`config.mk`:
```
export PLATFORM = sky130hd
export DESIGN_NAME = vec_cache_tag_wr_ctrl_flat
export DESIGN_NICKNAME = d
export VERILOG_FILES = /design/src/rtl/vector_cache_pkg.sv /design/src/rtl/vec_cache_tag_wr_ctrl_if.sv /design/src/rtl/vec_cache_rr_arb.sv /design/src/rtl/vec_cache_tag_wr_ctrl.sv /design/src/flat_wrapper.sv
export SDC_FILE = /design/constraint.sdc
export NUM_CORES = 1
export LEC_CHECK = 0
export CAP_MARGIN = 20
export CORE_AREA = 2 2 82 84
export DETAILED_ROUTE_END_ITERATION = 8
export DIE_AREA = 0 0 84 86
export PLACE_DENSITY = 0.85
export SYNTH_ARGS = -nofsm -noshare
export SYNTH_HDL_FRONTEND = slang
export SYNTH_SLANG_ARGS = --single-unit
```
`constraint.sdc`:
```
create_clock -name clk -period 5.6 [get_ports clk]
set_input_delay 0.56 -clock clk [delete_from_list [all_inputs] [get_ports clk]]
set_output_delay 0.56 -clock clk [all_outputs]
set_load 0.02 [all_outputs]
```
`src/rtl/vector_cache_pkg.sv`:
```
// Shared vector-cache types: write-tag buffer payload and the tag SRAM write bundle.
package vector_cache_pkg;

  localparam int WAY_NUM     = 4;
  localparam int TAG_WIDTH   = 12;
  localparam int INDEX_WIDTH = 8;
  localparam int STARVE_W    = 8;

  // Payload held by each per-channel write-tag buffer.
  typedef struct packed {
    logic [INDEX_WIDTH-1:0] index;
    logic [TAG_WIDTH-1:0]   tag;
    logic [WAY_NUM-1:0]     way_oh;
  } wr_buf_pld_t;

  // One tag SRAM write: set address, way mask, tag and valid bit.
  typedef struct packed {
    logic [INDEX_WIDTH-1:0] addr;
    logic [WAY_NUM-1:0]     way_oh;
    logic [TAG_WIDTH-1:0]   tag;
    logic                   valid;
  } tag_ram_wr_t;

  // A buffer entry always installs a valid line.
  function automatic tag_ram_wr_t pld_to_wr(input wr_buf_pld_t p);
    tag_ram_wr_t w;
    w.addr   = p.index;
    w.way_oh = p.way_oh;
    w.tag    = p.tag;
    w.valid  = 1'b1;
    return w;
  endfunction

endpackage

```
`src/rtl/vec_cache_tag_wr_ctrl_if.sv`:
```
// Bus between the write-tag buffers / lookup side and the tag write controller.
// Handshake: a buffer holds tag_buf_vld/pld stable until it sees its tag_buf_rdy
// bit high in a cycle; that cycle is the transfer, and vld drops on the next edge.
interface vec_cache_tag_wr_ctrl_if #(
  parameter int REQ_NUM = 4
);
  import vector_cache_pkg::*;
  localparam int ID_W = $clog2(REQ_NUM);

  logic [REQ_NUM-1:0]     tag_buf_vld;
  wr_buf_pld_t            tag_buf_pld [REQ_NUM];
  logic [REQ_NUM-1:0]     tag_buf_rdy;
  logic                   rd_busy;
  logic                   lookup_stall;
  logic                   tag_ram_wr_en;
  logic [INDEX_WIDTH-1:0] tag_ram_wr_addr;
  logic [WAY_NUM-1:0]     tag_ram_wr_way_oh;
  logic [TAG_WIDTH-1:0]   tag_ram_wr_tag;
  logic                   tag_ram_wr_valid;
  logic [ID_W-1:0]        wr_done_id;
  logic [ID_W-1:0]        dbg_rr_ptr;
  logic [STARVE_W-1:0]    dbg_starve_cnt;

  modport master (
    output tag_buf_vld, tag_buf_pld, rd_busy,
    input  tag_buf_rdy, lookup_stall, tag_ram_wr_en, tag_ram_wr_addr,
           tag_ram_wr_way_oh, tag_ram_wr_tag, tag_ram_wr_valid, wr_done_id,
           dbg_rr_ptr, dbg_starve_cnt
  );

  modport slave (
    input  tag_buf_vld, tag_buf_pld, rd_busy,
    output tag_buf_rdy, lookup_stall, tag_ram_wr_en, tag_ram_wr_addr,
           tag_ram_wr_way_oh, tag_ram_wr_tag, tag_ram_wr_valid, wr_done_id,
           dbg_rr_ptr, dbg_starve_cnt
  );

endinterface

```
`src/rtl/vec_cache_rr_arb.sv`:
```
// Round-robin arbiter: grants the first request at or after the pointer,
// then moves the pointer just past the winner.
module vec_cache_rr_arb #(
  parameter int N = 4
) (
  input  logic                 clk,
  input  logic                 rst_n,
  input  logic [N-1:0]         i_req,
  input  logic                 i_en,
  output logic [N-1:0]         o_grant,
  output logic [$clog2(N)-1:0] o_grant_id,
  output logic [$clog2(N)-1:0] o_ptr
);
  localparam int ID_W = $clog2(N);

  logic [ID_W-1:0] r_ptr;
  logic [ID_W:0]   w_sum;
  logic [ID_W-1:0] w_idx;
  logic            w_found;

  // Scan requests starting at the pointer, wrapping modulo N.
  always_comb begin
    o_grant    = '0;
    o_grant_id = '0;
    w_found    = 1'b0;
    w_sum      = '0;
    w_idx      = '0;
    for (int k = 0; k < N; k++) begin
      w_sum = {1'b0, r_ptr} + (ID_W+1)'(k);
      w_idx = (w_sum >= (ID_W+1)'(N)) ? ID_W'(w_sum - (ID_W+1)'(N)) : ID_W'(w_sum);
      if (i_en && !w_found && i_req[w_idx]) begin
        w_found        = 1'b1;
        o_grant[w_idx] = 1'b1;
        o_grant_id     = w_idx;
      end
    end
  end

  // Pointer moves past the winner on a grant, otherwise holds.
  always_ff @(posedge clk or negedge rst_n) begin
    if (!rst_n) begin
      r_ptr <= '0;
    end else if (w_found) begin
      r_ptr <= (o_grant_id == ID_W'(N-1)) ? '0 : o_grant_id + 1'b1;
    end
  end

  assign o_ptr = r_ptr;

endmodule

```
`src/rtl/vec_cache_tag_wr_ctrl.sv`:
```
// Tag SRAM write controller: arbitrates write-tag buffers, yields to lookup
// reads, and forces a write slot after STARVE_MAX blocked cycles.
module vec_cache_tag_wr_ctrl
  import vector_cache_pkg::*;
#(
  parameter int REQ_NUM    = 4,
  parameter int STARVE_MAX = 8
) (
  input  logic                    clk,
  input  logic                    rst_n,
  vec_cache_tag_wr_ctrl_if.slave  bus
);
  localparam int ID_W = $clog2(REQ_NUM);

  logic [REQ_NUM-1:0]  w_grant;
  logic [ID_W-1:0]     w_grant_id;
  logic [ID_W-1:0]     w_ptr;
  logic                w_any_req;
  logic                w_force;
  logic                w_blocked;
  logic                w_grant_vld;
  logic [STARVE_W-1:0] r_starve_cnt;
  logic                r_wr_en;
  tag_ram_wr_t         r_wr;
  logic [ID_W-1:0]     r_done_id;

  assign w_any_req   = |bus.tag_buf_vld;
  assign w_force     = (r_starve_cnt == STARVE_W'(STARVE_MAX));
  assign w_blocked   = bus.rd_busy & ~w_force;
  assign w_grant_vld = |w_grant;

  vec_cache_rr_arb #(.N(REQ_NUM)) u_arb (
    .clk        (clk),
    .rst_n      (rst_n),
    .i_req      (bus.tag_buf_vld),
    .i_en       (~w_blocked),
    .o_grant    (w_grant),
    .o_grant_id (w_grant_id),
    .o_ptr      (w_ptr)
  );

  // Count cycles a pending request is held off by lookup; saturate at the limit.
  always_ff @(posedge clk or negedge rst_n) begin
    if (!rst_n) begin
      r_starve_cnt <= '0;
    end else if (w_grant_vld) begin
      r_starve_cnt <= '0;
    end else if (w_any_req && bus.rd_busy) begin
      if (!w_force) r_starve_cnt <= r_starve_cnt + 1'b1;
    end else if (!w_any_req) begin
      r_starve_cnt <= '0;
    end
  end

  // Write stage: the granted payload reaches the SRAM port one cycle after grant.
  always_ff @(posedge clk or negedge rst_n) begin
    if (!rst_n) begin
      r_wr_en   <= 1'b0;
      r_wr      <= '0;
      r_done_id <= '0;
    end else begin
      r_wr_en <= w_grant_vld;
      if (w_grant_vld) begin
        r_wr      <= pld_to_wr(bus.tag_buf_pld[w_grant_id]);
        r_done_id <= w_grant_id;
      end
    end
  end

  assign bus.tag_buf_rdy       = w_grant;
  assign bus.lookup_stall      = w_force;
  assign bus.tag_ram_wr_en     = r_wr_en;
  assign bus.tag_ram_wr_addr   = r_wr.addr;
  assign bus.tag_ram_wr_way_oh = r_wr.way_oh;
  assign bus.tag_ram_wr_tag    = r_wr.tag;
  assign bus.tag_ram_wr_valid  = r_wr.valid;
  assign bus.wr_done_id        = r_done_id;
  assign bus.dbg_rr_ptr        = w_ptr;
  assign bus.dbg_starve_cnt    = r_starve_cnt;

  a_rdy_onehot: assert property (@(posedge clk) disable iff (!rst_n)
    $onehot0(bus.tag_buf_rdy));
  a_rdy_has_vld: assert property (@(posedge clk) disable iff (!rst_n)
    (bus.tag_buf_rdy & ~bus.tag_buf_vld) == '0);
  a_wr_way_onehot: assert property (@(posedge clk) disable iff (!rst_n)
    bus.tag_ram_wr_en |-> $onehot(bus.tag_ram_wr_way_oh));

endmodule
```
`src/flat_wrapper.sv`:
```
// flat-port wrapper written by rule: the top's interface ports become plain ports
module vec_cache_tag_wr_ctrl_flat import vector_cache_pkg::*;
#(
  parameter int REQ_NUM    = 4,
  parameter int STARVE_MAX = 8
)
  (clk, rst_n, bus_tag_buf_vld, bus_tag_buf_pld, bus_rd_busy, bus_tag_buf_rdy, bus_lookup_stall, bus_tag_ram_wr_en, bus_tag_ram_wr_addr, bus_tag_ram_wr_way_oh, bus_tag_ram_wr_tag, bus_tag_ram_wr_valid, bus_wr_done_id, bus_dbg_rr_ptr, bus_dbg_starve_cnt);
  vec_cache_tag_wr_ctrl_if #(.REQ_NUM(REQ_NUM)) bus_i ();
  input  logic clk;
  input  logic rst_n;
  input wire logic [$bits(bus_i.tag_buf_vld)-1:0] bus_tag_buf_vld;
  input wire logic [$bits(bus_i.tag_buf_pld)-1:0] bus_tag_buf_pld;
  input wire logic [$bits(bus_i.rd_busy)-1:0] bus_rd_busy;
  output wire logic [$bits(bus_i.tag_buf_rdy)-1:0] bus_tag_buf_rdy;
  output wire logic [$bits(bus_i.lookup_stall)-1:0] bus_lookup_stall;
  output wire logic [$bits(bus_i.tag_ram_wr_en)-1:0] bus_tag_ram_wr_en;
  output wire logic [$bits(bus_i.tag_ram_wr_addr)-1:0] bus_tag_ram_wr_addr;
  output wire logic [$bits(bus_i.tag_ram_wr_way_oh)-1:0] bus_tag_ram_wr_way_oh;
  output wire logic [$bits(bus_i.tag_ram_wr_tag)-1:0] bus_tag_ram_wr_tag;
  output wire logic [$bits(bus_i.tag_ram_wr_valid)-1:0] bus_tag_ram_wr_valid;
  output wire logic [$bits(bus_i.wr_done_id)-1:0] bus_wr_done_id;
  output wire logic [$bits(bus_i.dbg_rr_ptr)-1:0] bus_dbg_rr_ptr;
  output wire logic [$bits(bus_i.dbg_starve_cnt)-1:0] bus_dbg_starve_cnt;
  assign bus_i.tag_buf_vld = bus_tag_buf_vld;
  assign bus_i.tag_buf_pld = {>>{bus_tag_buf_pld}};
  assign bus_i.rd_busy = bus_rd_busy;
  assign bus_tag_buf_rdy = bus_i.tag_buf_rdy;
  assign bus_lookup_stall = bus_i.lookup_stall;
  assign bus_tag_ram_wr_en = bus_i.tag_ram_wr_en;
  assign bus_tag_ram_wr_addr = bus_i.tag_ram_wr_addr;
  assign bus_tag_ram_wr_way_oh = bus_i.tag_ram_wr_way_oh;
  assign bus_tag_ram_wr_tag = bus_i.tag_ram_wr_tag;
  assign bus_tag_ram_wr_valid = bus_i.tag_ram_wr_valid;
  assign bus_wr_done_id = bus_i.wr_done_id;
  assign bus_dbg_rr_ptr = bus_i.dbg_rr_ptr;
  assign bus_dbg_starve_cnt = bus_i.dbg_starve_cnt;
  vec_cache_tag_wr_ctrl #(.REQ_NUM(REQ_NUM), .STARVE_MAX(STARVE_MAX)) u_core (.clk(clk), .rst_n(rst_n), .bus(bus_i));
endmodule
```
==> results of run 1 <==
==> worst max path at each step <==
stage                                               to  slack (ps)  depth (start not counted)                  start
after floorplan               u_core.bus.wr_done_id[1]        2300                          9  u_core.u_arb.o_ptr[1]
after global placement    u_core.bus.dbg_starve_cnt[0]        2030                          9     bus_tag_buf_vld[2]
after detailed placement            bus_tag_buf_rdy[2]        1890                          7  u_core.u_arb.o_ptr[0]
after CTS                           bus_tag_buf_rdy[2]        1580                          7  u_core.u_arb.o_ptr[0]
after global routing                bus_tag_buf_rdy[2]        1340                          7  u_core.u_arb.o_ptr[0]
final                               bus_tag_buf_rdy[2]        1550                          7  u_core.u_arb.o_ptr[0]
==> cell type report <==
class                           count  area [µm²]
Fill cell                         536        2090
Multi-Input combinational cell    257        1530
Timing Repair Buffer              146        1450
Sequential cell                    38         951
Tap cell                           77        96.3
Clock buffer                        5        68.8
Clock inverter                      3        68.8
Inverter                            6        22.5
==> flip-flops by register name, indices dropped and copies added, names as in the netlist <==
signal	cells
u_core.bus.dbg_starve_cnt	8
u_core.bus.tag_ram_wr_addr	8
u_core.bus.tag_ram_wr_en	1
u_core.bus.tag_ram_wr_tag	12
u_core.bus.tag_ram_wr_valid	1
u_core.bus.tag_ram_wr_way_oh	4
u_core.bus.wr_done_id	2
u_core.u_arb.o_ptr	2
==> power by group through the flow <==
stage | Sequential (µW) | Clock, µW | Combinational, µW
after floorplan | 602 | 0 | 996
after global routing | 507 | 301 | 1770
after global placement | 487 | 0 | 1570
final | 492 | 279 | 1600
after detailed placement | 496 | 0 | 1610
after CTS | 492 | 286 | 1620
==> per-stage QoR <==
stage	total power [µW]	setup slack (ps)	instances	utilization
6_report	2370	1550	532	0.667
3_5_place_dp	2110	1890	524	0.645
4_1_cts	2400	1580	532	0.667
2_1_floorplan	1600	2300	327	-
5_1_grt	2580	1340	532	0.667
3_3_place_gp	2060	2030	524	0.645
==> layout by cell type, fill, tap and decap left out, types with 2 or more instances in the layout <==
cell type        netlist  layout
nor2_1                14      13
xnor2_1                3       3
ha_1                   8       8
nand3b_1               5       5
inv_1                  5       5
nand4_1                3       3
and3_1                 2       2
xor2_1                 5       5
a21oi_1               31      31
a32o_1                24      24
mux4_2                 4       4
dfrtp_1               38      38
a221o_1                5       4
clkbuf_8               0       5
o21ai_1               25      25
clkdlybuf4s50_1        0     144
nand2_1              112     112
nor2b_1                2       2
bufinv_16              0       2
==> kinds of logic after synthesis <==
kind of cell | share of synthesized area
compound gates | 0.243
xor+xnor | 0.0270
fa+ha+maj | 0.0385
buf+inv | 0.0496
flops | 0.366
mux | 0.0429
simple gates | 0.233
==> metal layers <==
| metal | part of all wire | wire, µm |
|---|---|---|
| met1 | 0.39 | 3020 |
| met2 | 0.52 | 4080 |
| met3 | 0.070 | 544 |
| met4 | 0.020 | 157 |
| met5 | 0 | 0 |
==> worst max-delay path, delay by kind of cell, from the launching register on <==
family,cells,cell delay (ps)
flops,1,670
compound gates,1,250
simple gates,2,450
buf+inv,2,800
mux,1,610
fa+ha+maj,1,430
==> cell usage after synthesis (2+ instances only) <==
cell	n	area, µm²
nand2_1	112	420
dfrtp_1	38	951
a21oi_1	31	155
o21ai_1	25	125
a32o_1	24	240
clkbuf_1	16	60.1
nor2_1	14	52.6
ha_1	8	100
buf_2	7	35.0
a221o_1	5	50.1
inv_1	5	18.8
nand3b_1	5	37.5
xor2_1	5	43.8
mux4_2	4	90.1
buf_1	3	11.3
nand4_1	3	18.8
xnor2_1	3	26.3
and3_1	2	12.5
nor2b_1	2	12.5
==> results.tsv, run 1 <==
metric	value	unit
Num Clock Sinks	38	
hold-fix buffers at CTS	0	
Pleak	0.00176	µW
critical path, cell by cell	inv_1, ha_1, mux4_2, nor2_1, and3_1, a221o_1, clkdlybuf4s50_1	
CTS clk-pin slew, worst paths	80	ps
grt met1 use	0.232	
# diodes	0	
CP max stage cell	dfrtp_1	
Reg-to-Reg Start	u_core.u_arb.o_ptr[0]	
crit end category	primary output	
sw power	1100	µW
CTS H-tree lvls	2	
count of pins over their slew limit	0	
I/O pin count	146	
setup TNS	0	ps
reg-to-reg critical path endpoint	u_core.bus.tag_ram_wr_tag[2]	
Comb pwr share	0.675	
gr busiest metal	met2	
Top FF cell, synth	dfrtp_1	
GPL Wtd Cong	0.880	
met2 Resource Use GR	0.399	
HPWL Detailed	5860	µm
Die Span Y	86	µm
Synth Net Count	438	
Global Route Usage Sum	0.214	
critical-path maximum fanout	13	
layout cells sized above 1	0.0440	
yosys warns	0	
Post-synth EDFFs	0	
DR WL/cell	14.7	µm
R2R cell count	9	
critical path's largest stage delay	670	ps
WL final	7800	µm
Design Area, Final	4190	µm²
CP Launch Type	register	
worst path required time	5040	ps
fmax	247	MHz
Arrival @ worst endpoint	3490	ps
worst setup path class	reg2out	
Seq pwr share	0.208	
drt drc	0	
Pint	1270	µW
post-synthesis cell count	327	
PortBufs	145	
Worst Skew	6.49	ps
Clock Tree Buf Depth	2	
Post-CTS Setup Repair Bufs	0	
placed inst area	4050	µm²
Antenna Nets Post-Route	0	
chip width	84	µm
worst slew pin tran	1010	ps
FF-to-FF setup slack	1870	ps
drt pass-1 iters	4	
largest net degree at the start of global routing	55	
post-layout minimum cycle time	4050	ps
Area growth, synth to finish	61.2	%
die footprint	7220	µm²
CTS tree	done	
Switching Fraction	0.463	
Hold Fails Final Rpt	0	
M3 GR Usage	0.0606	
Final setup violation count	0	
Nets	565	
via count	2849	
CTS Buf Count	5	
part of the cycle the worst path needs	0.723	
Initial Utilization	0.414	
PwrDens	566	nW/µm²
CTS root buffer	clkbuf_8	
Avg Cell Area, Syn	7.94	µm²
via/cell ratio	5.36	
vias in the first global route	2822	
Placeable Area	6280	µm²
Min Hold Slack	364	ps
maximum vdd drop	0.714	mV
CTS-repair resized insts	0	
total gr overflow	0	
Max Cap Viol	0	
num rows	29	
Seq/Total Area, Yosys	0.366	
hold crit path type	in2async	
Post-Syn Area	2600	µm²
clock power share	0.118	
first-iteration detailed-routing DRC count	153	
worst rel slew slack	0.323	
FF+latch count, synth	38	
unrepaired setup endpoints after global routing	no	
Synth async-reset ratio	1.00	
worst skew pair latency	290	ps
first-pass GRT wire length	12600	µm
Netlist cell types	34	
initial antenna violation count	0	
outcome	completed	
Note: power is estimated with default switching activity, not from simulation.
==> run 2: changes to the inputs <==
CORE_AREA = 2 2 90 92   (was 2 2 82 84)
DIE_AREA = 0 0 92 94   (was 0 0 84 86)
PLACE_DENSITY = 0.75   (was 0.85)
clock period = 3.5 ns   (was 5.6 ns; I/O delays follow)
==> run 2 against run 1 <==
- wire length is 1.4% higher
- worst setup slack worse by 1400 ps
- first-iteration DRC count is 55% lower
- global-route usage is 3.2 points lower
- largest cell class is now buffers
==> results.tsv, run 2 (synthesized netlist as in run 1, its figures left out) <==
metric	value	unit
outcome	completed	
CTS tree	done	
layout cells sized above 1	0.0586	
HPWL Detailed	5930	µm
CP max stage cell	clkdlybuf4s50_1	
total gr overflow	0	
worst rel slew slack	0.391	
fmax	298	MHz
hold-fix buffers at CTS	0	
die footprint	8650	µm²
Largest register FFs	12	
Placeable Area	7610	µm²
multi-input logic area	1530	µm²
GPL Wtd Cong	0.836	
Initial Utilization	0.341	
CTS root buffer	clkbuf_8	
# diodes	0	
FF-to-FF setup slack	330	ps
Hold Fails Final Rpt	0	
hold crit path type	in2async	
Design Area, Final	4250	µm²
worst skew pair latency	290	ps
Clock Tree Buf Depth	2	
worst slew pin tran	913	ps
largest net degree at the start of global routing	51	
Worst Skew	12.0	ps
vias in the first global route	2700	
Final Non-Filler Cells	563	
CTS clk-pin slew, worst paths	80	ps
Pleak	0.00181	µW
Bufs and invs on worst path	2	
critical path's largest stage delay	630	ps
total power	3760	µW
commonest non-fill, non-tap cells in the layout	clkdlybuf4s50_1 (142), nand2_1 (112), dfrtp_1 (38)	
placed insts	554	
drt drc	0	
post-layout minimum cycle time	3350	ps
FF+latch area	951	µm²
Global Route Usage Sum	0.182	
maximum vdd drop	0.379	mV
worst path required time	3150	ps
drt pass-1 iters	4	
via/cell ratio	5.03	
Area growth, synth to finish	63.7	%
WL final	7910	µm
critical path, cell by cell	inv_1, ha_1, mux4_2, nor2_1, and3_1, a221o_1, clkdlybuf4s50_1	
part of the cycle the worst path needs	0.958	
Nets	571	
via count	2830	
CTS H-tree lvls	2	
DR WL/cell	14.0	µm
num rows	32	
Die Span Y	94	µm
Num Clock Sinks	38	
placed inst area	4140	µm²
kind of cell adding the most delay to the critical path	buffers and inverters	
setup TNS	0	ps
CTS Buf Count	5	
Final setup violation count	0	
chip width	92	µm
unrepaired setup endpoints after global routing	no	
crit end category	primary output	
first-iteration detailed-routing DRC count	69	
worst setup path class	reg2out	
CP Launch Type	register	
commonest non-fill, non-tap cell in the layout	clkdlybuf4s50_1	
PortBufs	145	
Arrival @ worst endpoint	3000	ps
first-pass GRT wire length	12700	µm
critical-path maximum fanout	5	
initial antenna violation count	0	
post-layout util	0.559	
Max Cap Viol	0	
Antenna Nets Post-Route	0	
count of pins over their slew limit	0	
PwrDens	883	nW/µm²
I/O pin count	146	
fillers	727	
run 2: changes by cell type in the layout (fill, tap and decap cells not counted), moves of 2 or more:
cell,before,now
buf_4,1,5
buf_12,0,2
bufinv_16,2,0
clkdlybuf4s50_1,144,142
dlymetal6s2s_1,0,2
run 2: path summary, 6_finish.rpt:
kind | start | to | depth (start not counted)
setup / recovery | u_core.u_arb.o_ptr[1] | bus_tag_buf_rdy[2] | 7
hold / removal | rst_n | u_core.bus.dbg_starve_cnt[3] | 1
setup reg to reg | u_core.bus.dbg_starve_cnt[5] | u_core.bus.tag_ram_wr_addr[2] | 7
hold reg to reg | u_core.bus.tag_ram_wr_valid | u_core.bus.tag_ram_wr_valid | 1
max in group asynchronous | rst_n | u_core.u_arb.o_ptr[0] | 1
min in group clk | u_core.bus.tag_ram_wr_valid | u_core.bus.tag_ram_wr_valid | 1
run 2: what timing repair did:
action,4_1_cts,5_1_grt
gates resized for setup,0,3
endpoints found under the setup margin,0,4
buffers inserted,0,1
run 2: area by class of cell:
class,count,area share
sequential,38,0.224
clock buffer,6,0.0194
clock inverter,2,0.00294
multi-input combinational,257,0.359
tap,102,0.0300
timing repair buffer,152,0.360
inverter,6,0.00530
run 2: routing by layer:
layer / part of all wire / wire length [µm] / vias to the layer above / global-route usage
li1: - / - / 1410 / -
met1: 0.40 / 3180 / 1321 / 0.207
met2: 0.51 / 4030 / 91 / 0.330
met3: 0.077 / 612 / 8 / 0.0610
met4: 0.011 / 84 / 0 / 0.0398
met5: 0 / 0 / - / 0
run 2: per-stage QoR:
| step | worst slack, ps | hold slack [ps] |
|---|---|---|
| final | 146 | 163 |
| after global routing | 12.8 | 225 |
| after CTS | 109 | 207 |
| after detailed placement | 277 | 458 |
| after global placement | 393 | 451 |
| after floorplan | 203 | 54.4 |
run 2: where the power goes:
| part | internal, µW | switching, µW |
|---|---|---|
| Clock | 158 | 157 |
| Combinational | 1190 | 1500 |
| Sequential | 642 | 102 |
